## config.mk

```make
export PLATFORM = sky130hd
export DESIGN_NAME = dbus_mmio_resp
export DESIGN_NICKNAME = d
export VERILOG_FILES = /design/src/rtl/dbus_mmio_resp_pkg.sv /design/src/rtl/sat_counter32.sv /design/src/rtl/dbus_mmio_resp.sv
export SDC_FILE = /design/constraint.sdc
export NUM_CORES = 1
export LEC_CHECK = 0
export CORE_MARGIN = 2
export CORE_UTILIZATION = 30
export CTS_CLUSTER_DIAMETER = 40
export CTS_CLUSTER_SIZE = 8
export DETAILED_ROUTE_END_ITERATION = 6
export PLACE_DENSITY = 0.52
export SYNTH_ARGS = -nofsm -noshare
export SYNTH_HDL_FRONTEND = slang
export SYNTH_HIERARCHICAL = 1
export SYNTH_SLANG_ARGS = --single-unit
```

## constraint.sdc

```tcl
create_clock -name clk -period 5 [get_ports clk]
set_clock_uncertainty 0.1 [all_clocks]
set_input_delay 1 -clock clk [delete_from_list [all_inputs] [get_ports clk]]
set_output_delay 1 -clock clk [all_outputs]
set_load 0.05 [all_outputs]
```

## src/rtl/dbus_mmio_resp_pkg.sv

```systemverilog
// rtl/dbus_mmio_resp_pkg.sv - shared types and register offsets for the CPU data-bus MMIO responder
package dbus_mmio_resp_pkg;

    // Register offsets within the 16-byte MMIO window
    localparam logic [3:0] OFF_CYC  = 4'h0;
    localparam logic [3:0] OFF_STL  = 4'h4;
    localparam logic [3:0] OFF_STAT = 4'h8;
    localparam logic [3:0] OFF_SCR  = 4'hC;

    localparam logic [31:0] CNT_MAX = 32'hFFFF_FFFF;

    typedef enum logic {
        ST_RUN  = 1'b0,
        ST_DONE = 1'b1
    } state_t;

    // Which register, if any, the current address selects
    typedef enum logic [2:0] {
        SEL_NONE = 3'd0,
        SEL_CYC  = 3'd1,
        SEL_STL  = 3'd2,
        SEL_STAT = 3'd3,
        SEL_SCR  = 3'd4,
        SEL_FIN  = 3'd5
    } sel_t;

endpackage

```

## src/rtl/sat_counter32.sv

```systemverilog
// rtl/sat_counter32.sv - 32-bit up counter with enable, synchronous clear and saturation
//
// Ports:
//   clk   - clock, rising edge
//   clr   - synchronous clear, active-high, dominates enable
//   en    - count enable
//   count - current count, holds at all-ones instead of wrapping
module sat_counter32
    import dbus_mmio_resp_pkg::*;
(
    input  logic        clk,
    input  logic        clr,
    input  logic        en,
    output logic [31:0] count
);

    always_ff @(posedge clk) begin
        if (clr) begin
            count <= 32'd0;
        end else if (en && (count != CNT_MAX)) begin
            count <= count + 32'd1;
        end
    end

endmodule

```

## src/rtl/dbus_mmio_resp.sv

```systemverilog
// rtl/dbus_mmio_resp.sv - MMIO responder for the CPU data bus: finish register, perf counters, status, scratch
//
// Ports:
//   clk, rst     - clock and synchronous active-high reset
//   addr, wdata  - CPU data address and store data
//   we           - CPU store strobe
//   stall_in     - CPU pipeline stall indication
//   rdata, hit   - combinational read data and register-decode hit
//   done, result - program finished flag and the value stored to the finish address
//   cycle_count  - cycles spent running
//   stall_count  - stalled cycles spent running
module dbus_mmio_resp
    import dbus_mmio_resp_pkg::*;
#(
    parameter int                DATA_W      = 32,
    parameter logic [DATA_W-1:0] BASE_ADDR   = 32'h0000_7FF0,
    parameter logic [DATA_W-1:0] FINISH_ADDR = 32'h0000_7FFF
) (
    input  logic              clk,
    input  logic              rst,
    input  logic [DATA_W-1:0] addr,
    input  logic [DATA_W-1:0] wdata,
    input  logic              we,
    input  logic              stall_in,
    output logic [DATA_W-1:0] rdata,
    output logic              hit,
    output logic              done,
    output logic [DATA_W-1:0] result,
    output logic [31:0]       cycle_count,
    output logic [31:0]       stall_count
);

    state_t            state_q;
    state_t            state_d;
    sel_t              sel;
    logic [DATA_W-1:0] scratch_q;
    logic              run;
    logic              fin_store;
    logic              scr_store;

    // Exact byte-address decode; anything else is left to dmem
    always_comb begin
        sel = SEL_NONE;
        if (addr == BASE_ADDR + DATA_W'(OFF_CYC)) begin
            sel = SEL_CYC;
        end else if (addr == BASE_ADDR + DATA_W'(OFF_STL)) begin
            sel = SEL_STL;
        end else if (addr == BASE_ADDR + DATA_W'(OFF_STAT)) begin
            sel = SEL_STAT;
        end else if (addr == BASE_ADDR + DATA_W'(OFF_SCR)) begin
            sel = SEL_SCR;
        end else if (addr == FINISH_ADDR) begin
            sel = SEL_FIN;
        end
    end

    assign run       = (state_q == ST_RUN);
    assign fin_store = run && we && (sel == SEL_FIN);
    assign scr_store = run && we && (sel == SEL_SCR);
    assign done      = (state_q == ST_DONE);
    assign hit       = (sel != SEL_NONE);

    always_comb begin
        state_d = state_q;
        case (state_q)
            ST_RUN:  if (fin_store) state_d = ST_DONE;
            ST_DONE: state_d = ST_DONE;
            default: state_d = ST_RUN;
        endcase
    end

    always_ff @(posedge clk) begin
        if (rst) begin
            state_q   <= ST_RUN;
            result    <= '0;
            scratch_q <= '0;
        end else begin
            state_q <= state_d;
            if (fin_store) result    <= wdata;
            if (scr_store) scratch_q <= wdata;
        end
    end

    // The finish edge is still a RUN edge, so it is counted by both counters
    sat_counter32 u_cyc_cnt (
        .clk   (clk),
        .clr   (rst),
        .en    (run),
        .count (cycle_count)
    );

    sat_counter32 u_stl_cnt (
        .clk   (clk),
        .clr   (rst),
        .en    (run && stall_in),
        .count (stall_count)
    );

    always_comb begin
        rdata = '0;
        case (sel)
            SEL_CYC:  rdata = DATA_W'(cycle_count);
            SEL_STL:  rdata = DATA_W'(stall_count);
            SEL_STAT: rdata = DATA_W'(done);
            SEL_SCR:  rdata = scratch_q;
            default:  rdata = '0;
        endcase
    end

endmodule

```

==> results of run 1 <==
worst reg2reg max path, stage by stage (launching register included):
cell and delay, ps:
dfxtp_1 360, nor2b_1 380, nand4_1 150, buf_4 200, nor4_2 620, nand4_1 160
nor4_1 280, mux2_2 370
path summary, 6_finish.rpt:
kind                          to  slack [ps]          start  cells past startpoint
min                scratch_q[24]         360  scratch_q[24]                      2
max                    rdata[19]         130        addr[0]                      7
min reg2reg        scratch_q[24]         360  scratch_q[24]                      2
max reg2reg  u_stl_cnt/count[31]        2260           done                      7
through the flow:
step                std cells  hold WS, ps  instance area [sq um]
detailed placement       1294        356.5                   9741
CTS                      1325        364.5                  10360
floorplan                 828        339.5                   7121
global placement         1294        354.7                   9741
global route             1325        386.1                  10360
finish                   1325        364.1                  10360
registers in the layout, summed over array words and instances (netlist names):
register / flops
result: 32
u_stl_cnt/count: 32
scratch_q: 32
u_cyc_cnt/count: 32
done: 1
cell usage after synthesis (4+ instances only):
library cell | count | share of area, %
dfxtp_1 | 129 | 36
a21oi_1 | 77 | 5.4
nand2b_1 | 66 | 5.8
nand4_1 | 56 | 4.9
o31ai_1 | 56 | 5.9
clkbuf_1 | 54 | 2.8
nor4_1 | 41 | 3.6
inv_1 | 36 | 1.9
mux2i_1 | 34 | 4.8
a221o_1 | 31 | 4.4
nor2_1 | 28 | 1.5
nand3_1 | 27 | 1.9
or4_1 | 26 | 2.7
nand2_1 | 21 | 1.1
or3_1 | 21 | 1.8
o21ai_0 | 16 | 1.1
buf_2 | 15 | 1.1
xnor2_1 | 12 | 1.5
and4_1 | 9 | 1.1
and3_1 | 7 | 0.62
a2111oi_0 | 5 | 0.62
nor2b_1 | 5 | 0.44
nor4_4 | 5 | 1.5
nor3_1 | 4 | 0.28
nor3b_1 | 4 | 0.42
power breakdown:
group          internal [uW]  total, uW  switching, uW
clock network            879       1350            472
registers               1030       1040           8.34
logic                   76.7        154           76.8
per-layer routing:
layer  vias up  GRT usage, %  routed length, microns
met1      3468         26.33                   11360
li1       3495             -                       -
met3        22         4.955                    1340
met2       196         32.86                   11890
met5         -             0                       0
met4         0         5.877                     432
logic make-up after synthesis:
| group | count (synthesis) |
|---|---|
| xor gates and xnor gates | 14 |
| muxes | 39 |
| AOI/OAI and AO/OA | 195 |
| and+or+nand+nor | 340 |
| buffers and inverters | 109 |
| adders and majority gates | 2 |
| DFF | 129 |
area by class of cell:
cell class                 count  area share [%]
clock buffer                  20           4.213
clock inverter                11           1.811
inverter                      36           1.304
multi-input combinational    590           39.81
sequential                   129           24.92
tap                          319           3.851
timing repair buffer         220           24.09
==> key figures, run 1 <==
Run status
  – Status: finished clean

CTS
  – # hold bufs at CTS: 0
  – Num CTS Buffers: 17
  – Postcts setup bufs: 0
  – CTS tree: built
  – Gates resized, CTS repair: 0
  – CTS H-tree depth: 4
  – Clk sinks: 129
  – Clock-pin slew on the worst setup and hold paths: 50 ps
  – Skew-Pair Late Insertion Delay: around 420 ps
  – Clock Path Buffers: 2
  – Root buf cell: clkbuf_16

Yosys
  – Synth Area in Simple Gates: 30.56%
  – Ys async rst share: 0%
  – Mean post-synth cell area: 8.598 sq um
  – Adder-cell share of the synthesized area: less than 1%
  – Synthesized area: 0.007119 sq mm
  – Synth Instances: 828
  – EDFF count, synth: 0
  – Top FF cell, synth: dfxtp_1
  – Post-Synth XOR/XNOR Area: roughly 1.7%
  – Mapped Nets: 898
  – Post-synthesis register bit count: roughly 130
  – Mux cell area share after synthesis: 5.782%
  – Unique masters post-synth: 51
  – YS warnings: 6
  – Seq/Total Area, Yosys: 36.27%
  – Largest family of logic cells by synthesized area: simple AND/OR/NAND/NOR gates
  – Synth Area in Compound Gates: 19.03%

Layout
  – Area of the multi-input gates: slightly above 0.004 sq mm
  – Share of layout cells above drive strength 1: 11.23%
  – # fillers: around 2,400
  – Antenna diode instance count: 0
  – Area Overhead vs Synth: 45.59%
  – Reg area: 0.002582 sq mm
  – Commonest non-fill, non-tap cell in the layout: clkdlybuf4s50_1
  – Final core occ: 44.29%
  – Commonest non-fill, non-tap cells in the layout: 163 x clkdlybuf4s50_1, 129 x dfxtp_1, 77 x a21oi_1, 66 x nand2b_1
  – Nets: 1,064

Worst setup path
  – Buf/Inv on CP: 3
  – Startpoint Class: input pin
  – CP Data Required Time: 3900 ps
  – Cell Chain, Critical Path: clkdlybuf4s50_1, or2_1, or4_2, buf_4, nor4_1, a221o_1, buf_12
  – Crit-path max cell delay: 730 ps
  – Critical path peak fanout: 29
  – CP Capture Type: output port
  – Worst EP arrival: 3770 ps
  – Slowest cell on the critical path: or4_2
  – CP top delay family: simple AND/OR/NAND/NOR gates
  – Setup Crit Path Kind: in2out

Routing
  – Vias per cell: between 5 and 6
  – Drt first-iter violations: 421
  – Post-route ant nets: 0
  – Routed WL: 25.02 mm
  – Wirelength per Cell: 18.88 microns
  – Vias after detailed routing: 7,181
  – Drt first pass iters: 5
  – Residual DRC count: 0

Power and ir drop
  – Power, Total: roughly 2500 uW
  – PwrDens: 245.5 mW/mm^2
  – Peak supply drop: 210.9 uV
  – Leakage dissipation: 0.003320 uW

STA
  – Final worst path period share: 97.30%
  – Tmin final: ~4900 ps
  – Finish-stage setup viols: 0
  – Final slew viol count: 0
  – FMAX: 0.2055 GHz
  – RSZ-0062 raised after global routing: false
  – Post-route setup TNS: 0 ps
  – Final hold violation count: 0
  – Final WS setup: 134.9 ps
  – Slew headroom: 44.49%
  – Worst-Margin Slew: 832.7 ps

Die
  – Width of the die: roughly 160 microns
  – Die area: 0.02498 sq mm
  – Die Y: 158.1 microns
  – Core Footprint: 0.02340 sq mm
  – Initial core utilization: between 30% and 40%
  – # rows: 56
  – Io pins: a little under 200

Placement
  – RePlAce Congestion: 0.7922
  – Port bufs: approximately 200
  – Post-DP HPWL: 18.15 mm
  – Place WS: about 130 ps

Global routing
  – Initial antenna violation count: 0
  – Total GRT Usage: 20.13%
  – Vias in the first global route: about 6,800
  – Largest net degree at the start of global routing: 83
  – Global-route wire length before repair: around 39 mm
  – Total gr overflow: 0

Flow run
  – Max_cap viols: 0

Min path
  – Worst min path class: reg2reg
Power figures use the tool's default switching activity.
==> inputs of run 2 (changes only) <==
PLACE_DENSITY = unset   (was 0.52)
==> run 2 against run 1 <==
Net effect: worst setup slack improved by 46 ps; routed wire length rose by 0.58%; register-to-register slack got worse by 470 ps; non-clock buffer count decreased by 2; hold slack better by 2.4 ps; core utilization down 0.10 points; clock power is 4% lower; fmax is 0.95% higher; final cell count barely moved; combinational power is essentially flat; largest cell class unchanged; largest power group unchanged.
==> key figures, run 2 (same netlist as run 1, synthesis figures left out) <==
Worst setup path
  – Crit-path max cell delay: 750 ps (+20 ps)
  – Worst EP arrival: 3720 ps (-50 ps)
  – Setup Crit Path Kind: in2out
  – Startpoint Class: input pin
  – Cell Chain, Critical Path: clkdlybuf4s50_1, or2_1, or4_2, buf_4, nor4_1, a221o_1, buf_12
  – CP Capture Type: output port
  – Critical path peak fanout: 47 (+62%)
  – Slowest cell on the critical path: or4_2
  – CP Data Required Time: 3900 ps (about the same)

Layout
  – Area Overhead vs Synth: 45.26%
  – Commonest non-fill, non-tap cell in the layout: clkdlybuf4s50_1
  – Antenna diode instance count: 0 (unchanged)
  – Commonest non-fill, non-tap cells in the layout: 163 x clkdlybuf4s50_1, 129 x dfxtp_1, 77 x a21oi_1, 66 x nand2b_1
  – Nets: 1,062 (-0.19%)
  – Fin area: 0.01034 sq mm (-0.23%)
  – Final core occ: 44.19% (-0.10 points)
  – # fillers: 2,317 (-1.7%)
  – Share of layout cells above drive strength 1: 11.34% (+0.11 points)

Routing
  – Post-route ant nets: 0 (unchanged)
  – Drt first pass iters: 5 (unchanged)
  – Vias per cell: 5.493 (+1.4%)
  – Routed WL: 25.16 mm (+0.58%)
  – Wirelength per Cell: 19.01 microns (+0.66%)
  – Vias after detailed routing: 7,273 (+1.3%)
  – Residual DRC count: 0 (unchanged)
  – Drt first-iter violations: 486 (+15%)

Flow run
  – Max_cap viols: 0 (unchanged)

STA
  – Final hold violation count: 0 (unchanged)
  – FMAX: 0.2075 GHz (+0.95%)
  – Slew headroom: 11.33% (-33 points)
  – Final slew viol count: 0 (unchanged)
  – Worst-Margin Slew: 1319 ps (+486.3 ps)
  – Post-route setup TNS: 0 ps (unchanged)
  – Tmin final: 4819 ps (-45.96 ps)
  – RSZ-0062 raised after global routing: false
  – Finish-stage setup viols: 0 (unchanged)
  – Final worst path period share: 96.38% (-0.92 points)

CTS
  – Gates resized, CTS repair: 0 (unchanged)
  – Postcts setup bufs: 0 (unchanged)
  – Num CTS Buffers: 17 (unchanged)
  – Skew-Pair Late Insertion Delay: 420 ps (about the same)
  – Root buf cell: clkbuf_16
  – # hold bufs at CTS: 0 (unchanged)
  – Clk sinks: 129 (unchanged)
  – Clock-pin slew on the worst setup and hold paths: 60 ps (about the same)
  – CTS H-tree depth: 4 (unchanged)
  – CTS tree: built
  – Clock Path Buffers: 2 (unchanged)

Global routing
  – Total GRT Usage: 20.10% (-0.034 points)
  – Global-route wire length before repair: 38.67 mm (about the same)
  – Total gr overflow: 0 (unchanged)
  – Vias in the first global route: 6,819 (+0.55%)
  – Largest net degree at the start of global routing: 82 (-1.2%)
  – Initial antenna violation count: 0 (unchanged)

Die
  – Width of the die: 158.1 microns (unchanged)
  – Initial core utilization: 30.42% (unchanged)
  – Core Footprint: 0.02340 sq mm (unchanged)
  – Die Y: 158.1 microns (unchanged)
  – Io pins: 198 (unchanged)
  – Die area: 0.02498 sq mm (unchanged)
  – # rows: 56 (unchanged)

Placement
  – RePlAce Congestion: 0.8242 (+4.0%)
  – Dpl cell area: 0.009726 sq mm (-0.15%)
  – Port bufs: 197 (unchanged)
  – Post-DP HPWL: 18.23 mm (+0.40%)

Power and ir drop
  – Peak supply drop: 170.7 uV (-19%)
  – PwrDens: 240.8 mW/mm^2 (-1.9%)
  – Leakage dissipation: 0.003299 uW (-0.63%)

Run status
  – Status: finished clean

Min path
  – Worst min path class: reg2reg
[run 2: final timing paths]
| path | slack, ps | to | start | cells past startpoint |
|---|---|---|---|---|
| setup / recovery | 180 | rdata[12] | addr[0] | 7 |
| setup reg to reg | 1790 | u_stl_cnt/count[17] | u_stl_cnt/count[16] | 6 |
| hold / removal | 370 | scratch_q[23] | scratch_q[23] | 2 |
| hold reg to reg | 370 | scratch_q[23] | scratch_q[23] | 2 |
[run 2: critical path: cells and delay by family]
family	cells	cell delay, ps
compound gates	1	230
buf+inv	3	940
simple gates	3	1520
[run 2: cell type report]
class,count,area (sq um),share of cell area [%]
Multi-Input combinational cell,590,4126,39.90
Tap cell,319,399.1,3.860
Timing Repair Buffer,218,2482,24.00
Clock buffer,20,456.7,4.416
Inverter,36,135.1,1.307
Sequential cell,129,2582,24.97
Clock inverter,12,158.9,1.537
[run 2: per-layer routing]
metal	wire [microns]	GRT usage, %	vias up
li1	-	-	3502
met1	11160	25.89	3528
met2	12240	33.87	216
met3	1332	3.832	27
met4	432	6.392	0
met5	0	0	-
[run 2: power breakdown]
group	total, uW	switching, uW	internal (uW)
clock network	1300	484	811
logic	154	77.7	76.6
registers	1040	8.06	1030
total	2490	570	1920
[run 2: stage by stage]
stage,instances,total power (uW),worst slack (ps),hold slack [ps]
floorplan,828,1126,210.6,339.5
global placement,1292,1216,276.6,354.6
detailed placement,1292,1217,228.2,359.8
CTS,1324,2516,221.8,369.5
global route,1324,2577,70.16,387.9
finish,1324,2490,180.9,366.5
==> inputs of run 3 (changes only) <==
ABC_CLOCK_PERIOD_IN_PS = 5000   (was unset)
==> results of run 3 <==
Same layout as run 2: the final DEF is identical, and so are final timing and power.
